===== src/rtl/apb_irq_controller.sv =====
// apb_irq_controller
// APB slave aggregating up to 32 interrupt sources into one registered irq.
// Each source is level- or rising-edge-triggered (EDGE_MASK), has an enable
// bit, and edge sources hold a write-1-to-clear pending bit.
//
// Register map (byte offsets, paddr[1:0] ignored):
//   0x00 RAW      RO   current irq_in
//   0x04 PENDING  RO/W1C (W1C affects edge sources only)
//   0x08 ENABLE   RW
//   0x0C STATUS   RO   PENDING & ENABLE
//   0x10 FORCE    WO   only when APB_IRQ_FORCE_EN is defined; sets PENDING
//                      for edge sources, reads 0
// Any other offset (including 0x10 without APB_IRQ_FORCE_EN) reads 0,
// ignores writes and answers with pslverr.
//
// Every access takes exactly one wait state: pready, prdata and pslverr are
// registered on the edge that ends the first access cycle.

module apb_irq_controller #(
    parameter int unsigned NUM_IRQS  = 8,
    parameter logic [31:0] EDGE_MASK = 32'h0
) (
    input  logic                clk,
    input  logic                rst,
    input  logic                psel,
    input  logic                penable,
    input  logic                pwrite,
    input  logic [9:0]          paddr,
    input  logic [31:0]         pwdata,
    output logic                pready,
    output logic [31:0]         prdata,
    output logic                pslverr,
    input  logic [NUM_IRQS-1:0] irq_in,
    output logic                irq
);

    // Word offsets of the mapped registers (paddr[9:2]).
    typedef enum logic [7:0] {
        OFF_RAW     = 8'h00,
        OFF_PENDING = 8'h01,
        OFF_ENABLE  = 8'h02,
        OFF_STATUS  = 8'h03,
        OFF_FORCE   = 8'h04
    } reg_off_t;

    // Bits that correspond to real sources; everything above reads 0.
    localparam logic [31:0] VALID_MASK =
        (NUM_IRQS >= 32) ? 32'hFFFF_FFFF : ((32'd1 << NUM_IRQS) - 32'd1);
    localparam logic [31:0] EDGE_BITS  = EDGE_MASK & VALID_MASK;
    localparam logic [31:0] LEVEL_BITS = VALID_MASK & ~EDGE_BITS;

    logic [31:0] raw;        // irq_in zero-extended to 32 bits
    logic [31:0] prev;       // irq_in from the previous cycle
    logic [31:0] rise;       // rising edges on edge-triggered sources
    logic [31:0] edge_pend;  // latched pending bits of edge sources
    logic [31:0] enable_q;   // ENABLE register
    logic [31:0] pending;    // architectural PENDING value
    logic [31:0] status;     // PENDING & ENABLE
    logic [31:0] set_bits;   // pending bits being set this cycle
    logic [31:0] w1c_clr;    // pending bits being cleared this cycle
    logic [31:0] rd_value;   // read mux output
    logic [7:0]  offset;     // word offset of the current access
    logic        access;     // first cycle of an access phase
    logic        wr_access;  // committing write
    logic        rd_access;  // completing read
    logic        addr_hit;   // offset maps to a register

    // paddr[1:0] carry no information for word-wide registers.
    logic unused_addr_bits;
    assign unused_addr_bits = ^paddr[1:0];

    assign offset    = paddr[9:2];
    assign access    = psel & penable & ~pready;
    assign wr_access = access & pwrite;
    assign rd_access = access & ~pwrite;

    // Zero-extend the source vector so all registers are handled at 32 bits.
    always_comb begin
        raw = '0;
        raw[NUM_IRQS-1:0] = irq_in;
    end

    // Edge detection and the architectural view of pending/status.
    always_comb begin
        rise    = raw & ~prev & EDGE_BITS;
        pending = (edge_pend & EDGE_BITS) | (raw & LEVEL_BITS);
        status  = pending & enable_q;
    end

    // Pending set/clear requests from hardware edges, FORCE and W1C writes.
    always_comb begin
        w1c_clr = '0;
        if (wr_access && (offset == OFF_PENDING)) begin
            w1c_clr = pwdata & EDGE_BITS;
        end
`ifdef APB_IRQ_FORCE_EN
        set_bits = rise;
        if (wr_access && (offset == OFF_FORCE)) begin
            set_bits = rise | (pwdata & EDGE_BITS);
        end
`else
        set_bits = rise;
`endif
    end

    // Register read mux and address decode; unmapped offsets read as 0.
    always_comb begin
        rd_value = '0;
        addr_hit = 1'b1;
        case (offset)
            OFF_RAW:     rd_value = raw;
            OFF_PENDING: rd_value = pending;
            OFF_ENABLE:  rd_value = enable_q;
            OFF_STATUS:  rd_value = status;
`ifdef APB_IRQ_FORCE_EN
            OFF_FORCE:   rd_value = '0;
`endif
            default:     addr_hit = 1'b0;
        endcase
    end

    // Previous-input register; also loaded during reset so a source that is
    // already high when reset releases does not look like a fresh edge.
    always_ff @(posedge clk) begin
        prev <= raw;
    end

    // Edge pending bits: a set in the same cycle as a W1C wins.
    always_ff @(posedge clk) begin
        if (rst) begin
            edge_pend <= '0;
        end else begin
            edge_pend <= ((edge_pend & ~w1c_clr) | set_bits) & EDGE_BITS;
        end
    end

    // ENABLE register; bits above NUM_IRQS are never stored.
    always_ff @(posedge clk) begin
        if (rst) begin
            enable_q <= '0;
        end else if (wr_access && (offset == OFF_ENABLE)) begin
            enable_q <= pwdata & VALID_MASK;
        end
    end

    // APB response: one wait state, prdata held between reads.
    always_ff @(posedge clk) begin
        if (rst) begin
            pready  <= 1'b0;
            prdata  <= '0;
            pslverr <= 1'b0;
        end else begin
            pready  <= access;
            pslverr <= access & ~addr_hit;
            if (rd_access) begin
                prdata <= rd_value;
            end
        end
    end

    // Registered aggregate interrupt line.
    always_ff @(posedge clk) begin
        if (rst) begin
            irq <= 1'b0;
        end else begin
            irq <= |status;
        end
    end

endmodule


===== config.mk =====
export PLATFORM = sky130hd
export DESIGN_NAME = apb_irq_controller
export DESIGN_NICKNAME = d
export VERILOG_FILES = /design/src/rtl/apb_irq_controller.sv
export SDC_FILE = /design/constraint.sdc
export NUM_CORES = 1
export LEC_CHECK = 0
export CAP_MARGIN = 20
export CORE_MARGIN = 3
export CORE_UTILIZATION = 23
export CTS_BUF_LIST = sky130_fd_sc_hd__clkbuf_4
export CTS_CLUSTER_DIAMETER = 100
export DETAILED_ROUTE_END_ITERATION = 10
export PLACE_DENSITY = 0.72
export SLEW_MARGIN = 5
export SYNTH_ARGS = -nofsm -noshare
export SYNTH_HDL_FRONTEND = slang
export SYNTH_SLANG_ARGS = --single-unit

===== constraint.sdc =====
create_clock -name clk -period 2.1 [get_ports clk]
set_input_delay 0.525 -clock clk [delete_from_list [all_inputs] [get_ports clk]]
set_output_delay 0.525 -clock clk [all_outputs]
set_load 0.005 [all_outputs]

==> results.py, run 1 <==
metrics = {
    "status": {
        "outcome": "complete, no violations",
    },
    "critical_path": {
        "cp_max_fo": 8,
        "start_kind": "input pin",
        "arrival_ns": 2.22,
        "crit_required_ns": 2.34,
        "worstSetupEndpointType": "flop",
        "path_class": "input pin to flop",
    },
    "placed_design": {
        "gp_congestion": 0.776,
        "port_buffers": 39,
        "place_ws_ns": -0.285,
        "hpwl_mm": 1.91,
        "dp_cells": 194,
    },
    "hold_path": {
        "hold_class": "flop to flop",
    },
    "sta": {
        "fin_tns_setup_ns": 0,
        "fin_crit_ns": 1.98,
        "setup_viol": 0,
        "hold_viol": 0,
        "period_share_pct": 94.4,
        "clock.fmax_mhz": 504,
        "skew_ns": 0.00210,
        "rsz0062_at_grt": "no",
        "slew_violations": 0,
        "layout_setup_ws_ns": 0.117,
    },
    "synth": {
        "yosysTopAreaCell": "dfxtp_1",
        "synth_top_family_by_area": "buffers and inverters",
        "yosys_warnings": 0,
        "synth_top_cell_area_share_pct": 37.3,
        "synth_area_leaders": "dfxtp_1, buf_4, nand2b_1, mux2i_1, o2bb2ai_1",
        "synth-xor-area-share_pct": 0,
        "synth_cell_types": 22,
        "synthCells": 104,
        "synth_adder_area_share_pct": 0,
        "syn_area_per_cell_um2": 9.82,
        "syn_area_mm2": 0.00102,
        "synth_seq_cells": 19,
        "synthMuxAreaShare_pct": 7.84,
        "yosysSeqAreaShare_pct": 37.3,
        "synth_compound_area_share_pct": 17.3,
        "synth-simple-area-share_pct": 17.6,
    },
    "power": {
        "ir_worst_vdd_mv": 0.337,
        "p_leak_nw": 0.524,
        "p_total_w": 0.000665,
        "power.density_mw_per_mm2": 460,
    },
    "floorplanning": {
        "initial_core_util_pct": 24.6,
        "die_x_um": 72.6,
        "die_h_um": 72.6,
        "placementRows": 23,
        "die-area_mm2": 0.00527,
        "ioPinCount": 90,
        "core_mm2": 0.00414,
    },
    "routing": {
        "via_count": 828,
        "viasPerCell": 4.20,
        "postRouteWirelength_mm": 2.29,
        "drt_iter0_drc": 16,
        "drt_first_pass_iters": 4,
        "drc_errors": 0,
        "drt.antenna.violating_nets": 0,
        "wl_per_cell_um": 11.6,
    },
    "global_route": {
        "grt_max_degree": 19,
        "grt_use_total_pct": 8.85,
        "grt_remaining_overflow": 0,
        "grt_pass1_wl_mm": 3.66,
        "grt_pass1_vias": 829,
        "antenna_found_initial": 0,
    },
    "finish": {
        "syn_to_final_growth_pct": 41.5,
        "final_cells": 197,
        "insertedDiodeCount": 0,
        "register_area_um2": 380,
        "final_nets": 203,
        "final_core_util_pct": 34.9,
        "multiInputGateArea_um2": 531,
        "drive_gt1_share_pct": 9.52,
        "fill_cells": 434,
    },
    "clock_tree": {
        "holdBufCountCts": 0,
        "cts_tree": "built",
        "postCtsSetupBuffers": 0,
        "clockBufferDepth": 2,
        "htreeDepth": 1,
        "cts_inserted_buffers": 3,
        "cts.repair.resized": 0,
        "cts_sinks": 19,
        "clkTransAtPathRegs_ns": 0.11,
        "cts_root_buf": "clkbuf_4",
        "insertion_delay_ns": 0.30,
    },
    "flow_run": {
        "timing.max_cap.violations": 0,
    },
}
area by class of cell:
type	instances	area share (%)
Timing Repair Buffer	44	30.5
Inverter	1	0.260
Sequential cell	19	26.3
Clock buffer	3	1.56
Tap cell	50	4.33
Multi-Input combinational cell	79	36.7
Clock inverter	1	0.346
flip-flops by register name, indices dropped and copies added (netlist names):
signal,flops
enable_q,8
irq,1
prdata,8
pready,1
pslverr,1
path summary, 6_finish.rpt:
path	startpoint	end	slack [ns]	cells after the start
worst max register to register	pready$_SDFF_PP0_	prdata[5]$_SDFFE_PP0P_	0.59	3
worst min register to register	prdata[4]$_SDFFE_PP0P_	prdata[4]$_SDFFE_PP0P_	0.48	1
worst max-delay path	paddr[6]	prdata[5]$_SDFFE_PP0P_	0.12	4
worst min-delay path	prdata[4]$_SDFFE_PP0P_	prdata[4]$_SDFFE_PP0P_	0.48	1
power breakdown:
group | switching (W) | total (W) | internal, W
Clock | 0.000118 | 0.000189 | 0.0000709
Combinational | 0.0000433 | 0.000113 | 0.0000700
Sequential | 0.000000872 | 0.000363 | 0.000362
Total | 0.000162 | 0.000665 | 0.000503
critical path: stages:
cell and delay, ns:
clkdlybuf4s50_1 0.40, or4_4 0.56, or4b_4 0.56, o2bb2ai_1 0.17
Yosys cell counts, drive strengths merged:
master   number
a22oi         4
a41oi         1
buf          27
clkbuf        1
conb          1
dfxtp        19
inv           1
mux2i         8
nand2b       16
nand3b        2
nor2b         1
nor4          1
nor4bb        1
o21a          1
o21ba         1
o22ai         8
o2bb2ai       8
or2           1
or4           1
or4b          1
per-stage QoR:
step / instance area (µm²) / hold WS, ns
after global routing: 1450 / 0.493
after floorplan: 1110 / 0.456
after CTS: 1450 / 0.482
after detailed placement: 1420 / 0.454
after global placement: 1420 / 0.449
final: 1450 / 0.476
cell families (layout without fill, tap and decap cells):
kind of cell,after synthesis,in the layout
other cells,1,24
mux,8,8
flops,19,19
compound gates,23,23
buf+inv,29,49
simple gates,24,24
layout by cell type, fill, tap and decap left out, types with 2 or more instances in the layout:
cell type / instances
a22oi_1: 4
buf_4: 4
clkbuf_4: 3
clkdlybuf4s50_1: 39
conb_1: 24
dfxtp_1: 19
mux2i_1: 8
nand2b_1: 16
nand3b_1: 2
o22ai_1: 8
o2bb2ai_1: 8
per-layer routing:
layer  share of wire [%]  track usage, %  vias up
met2                  46            14.7       42
met1                  41            10.3      372
met5                   0               0        -
li1                    -               -      412
met3                  12            4.68        2
met4                0.57            1.23        0
(Power assumes the default switching activity.)
==> run 2: changes to the inputs <==
--- a/config.mk
+++ b/config.mk
@@ -6,12 +6,14 @@
 export NUM_CORES = 1
 export LEC_CHECK = 0
 export CAP_MARGIN = 20
+export CELL_PAD_IN_SITES_DETAIL_PLACEMENT = 1
+export CELL_PAD_IN_SITES_GLOBAL_PLACEMENT = 1
 export CORE_MARGIN = 3
-export CORE_UTILIZATION = 23
+export CORE_UTILIZATION = 22
 export CTS_BUF_LIST = sky130_fd_sc_hd__clkbuf_4
 export CTS_CLUSTER_DIAMETER = 100
 export DETAILED_ROUTE_END_ITERATION = 10
-export PLACE_DENSITY = 0.72
+export PLACE_DENSITY = 0.93
 export SLEW_MARGIN = 5
 export SYNTH_ARGS = -nofsm -noshare
 export SYNTH_HDL_FRONTEND = slang
==> constraint.sdc (replaced) <==
create_clock -name clk -period 2.1 [get_ports clk]
set_input_delay 0.42 -clock clk [delete_from_list [all_inputs] [get_ports clk]]
set_output_delay 0.42 -clock clk [all_outputs]
set_load 0.005 [all_outputs]
==> run 2 against run 1 <==
Global-route usage is 0.93 points higher. Wire length is 11% higher. Sequential power hardly changed.
==> results.py, run 2 (same netlist as run 1, synthesis figures left out) <==
metrics = {
    "status": {
        "outcome": "complete, no violations",
    },
    "global_route": {
        "antenna_found_initial": 0,
        "grt_pass1_wl_mm": 4.03,
        "grt_max_degree": 19,
        "grt_pass1_vias": 848,
        "grt_use_total_pct": 9.78,
        "grt_remaining_overflow": 0,
    },
    "power": {
        "pwr-share-seq_pct": 54.2,
        "power.density_mw_per_mm2": 461,
        "internal-power_w": 0.000504,
        "netSwitchingPower_w": 0.000166,
        "clockPowerShare_pct": 28.6,
        "p_leak_nw": 0.526,
        "comb_power_share_pct": 17.3,
        "p_total_w": 0.000670,
        "switching_share_pct": 24.8,
        "ir_worst_vdd_mv": 0.321,
    },
    "critical_path": {
        "cp_num_cells": 4,
        "worstSetupEndpointType": "flop",
        "cp-startpoint": "paddr[5]",
        "r2r-end": "prdata[7]$_SDFFE_PP0P_",
        "cp_top_family": "simple AND/OR/NAND/NOR gates",
        "arrival_ns": 2.20,
        "cp_max_fo": 8,
        "regToRegSetupSlack_ns": 0.46,
        "endpoint": "prdata[7]$_SDFFE_PP0P_",
        "path_cells": "clkdlybuf4s50_1 > or4_4 > or4b_1 > o2bb2ai_1",
        "crit_required_ns": 2.34,
        "start_kind": "input pin",
        "crit_buf_inv": 1,
        "critPathMaxStageDelay_ns": 0.64,
        "worstRegToRegCells": 4,
        "path_class": "input pin to flop",
        "slowest_stage": "or4b_1",
        "r2r_start": "pready$_SDFF_PP0_",
    },
    "finish": {
        "mostFrequentLayoutCell": "clkdlybuf4s50_1",
        "final_nets": 204,
        "insertedDiodeCount": 0,
        "drive_gt1_share_pct": 9.46,
        "final_core_util_pct": 32.9,
        "final_cells": 200,
        "syn_to_final_growth_pct": 42.2,
        "reg_top3": "enable_q (8), prdata (8)",
        "final_cell_mix": "clkdlybuf4s50_1, conb_1, dfxtp_1",
    },
    "clock_tree": {
        "cts_root_buf": "clkbuf_4",
        "cts.repair.resized": 0,
        "cts_sinks": 19,
        "postCtsSetupBuffers": 0,
        "cts_tree": "built",
        "clkTransAtPathRegs_ns": 0.11,
        "cts_inserted_buffers": 3,
        "insertion_delay_ns": 0.31,
        "htreeDepth": 1,
        "holdBufCountCts": 0,
        "clockBufferDepth": 2,
    },
    "placed_design": {
        "hpwl_mm": 2.13,
        "dp_cells": 196,
        "gp_congestion": 0.689,
        "port_buffers": 39,
    },
    "routing": {
        "drt.antenna.violating_nets": 0,
        "drc_errors": 0,
        "wl_per_cell_um": 12.8,
        "drt_first_pass_iters": 4,
        "via_count": 830,
        "viasPerCell": 4.15,
        "drt_iter0_drc": 51,
        "postRouteWirelength_mm": 2.55,
    },
    "hold_path": {
        "hold_class": "flop to flop",
        "hold_start": "prdata[6]$_SDFFE_PP0P_",
    },
    "floorplanning": {
        "ioPinCount": 90,
        "die_h_um": 74.1,
        "core_mm2": 0.00441,
        "placementRows": 24,
        "die_x_um": 74.1,
        "initial_core_util_pct": 23.1,
        "die-area_mm2": 0.00549,
    },
    "sta": {
        "clock.fmax_mhz": 509,
        "slew_violations": 0,
        "setup_viol": 0,
        "rsz0062_at_grt": "no",
        "period_share_pct": 93.6,
        "hold_slack_ns": 0.477,
        "fin_crit_ns": 1.97,
        "hold_viol": 0,
        "skew_ns": 0.00615,
    },
    "flow_run": {
        "timing.max_cap.violations": 0,
    },
}
run 2: cell types whose count changed in the layout (fill, tap and decap cells not counted), sizes merged:
cell	before	now
buf	5	6
run 2: power groups by stage:
stage	logic, W	clock network, W	registers, W
4_1_cts	0.000116	0.000202	0.000363
6_report	0.000116	0.000191	0.000363
5_1_grt	0.000128	0.000228	0.000363
2_1_floorplan	0.0000743	0	0.000371
3_5_place_dp	0.000115	0	0.000371
3_3_place_gp	0.000113	0	0.000371
run 2: per-stage QoR:
step	instance area (µm²)	setup WS (ns)	setup TNS, ns
floorplan	1110	0.276	0
global placement	1420	-0.162	-2.14
detailed placement	1420	-0.199	-2.58
CTS	1450	0.131	0
global route	1450	0.0770	0
finish	1450	0.134	0
run 2: worst min-delay path by stage:
stage,end,slack (ns),cells past startpoint
2_1_floorplan,prdata[0]$_SDFFE_PP0P_,0.46,1
3_3_place_gp,prdata[3]$_SDFFE_PP0P_,0.45,1
3_5_place_dp,prdata[6]$_SDFFE_PP0P_,0.45,1
4_1_cts,prdata[6]$_SDFFE_PP0P_,0.48,1
5_1_grt,prdata[1]$_SDFFE_PP0P_,0.50,1
6_report,prdata[6]$_SDFFE_PP0P_,0.48,1
run 2: cell type report:
class                   count  area [µm²]
clock buffers               3        22.5
clock inverters             1        5.00
fillers                   502        2960
inverters                   1        3.75
multi-input cells          79         527
flip-flops and latches     19         380
well taps                  52        65.1
repair buffers             45         448
run 2: layer usage:
| metal | vias up | track usage [%] | share of wire (%) |
|---|---|---|---|
| li1 | 412 | - | - |
| met1 | 369 | 11.2 | 39 |
| met2 | 47 | 15.9 | 48 |
| met3 | 2 | 5.27 | 13 |
| met4 | 0 | 2.41 | 0.59 |
| met5 | - | 0 | 0 |
run 2: worst reg2reg max path: stages (launching register included):
cell and delay [ns]:
dfxtp_1 0.33, nor4bb_1 0.28, buf_4 0.17, or4b_1 0.59, o2bb2ai_1 0.21
==> run 3: changes to the inputs <==
--- a/config.mk
+++ b/config.mk
@@ -14,7 +14,7 @@
 export CTS_CLUSTER_DIAMETER = 100
 export DETAILED_ROUTE_END_ITERATION = 10
 export PLACE_DENSITY = 0.93
-export SLEW_MARGIN = 5
+export SLEW_MARGIN = 30
 export SYNTH_ARGS = -nofsm -noshare
 export SYNTH_HDL_FRONTEND = slang
 export SYNTH_SLANG_ARGS = --single-unit
==> results of run 3 <==
The final DEF is identical to that of run 2; final timing and power are the same.
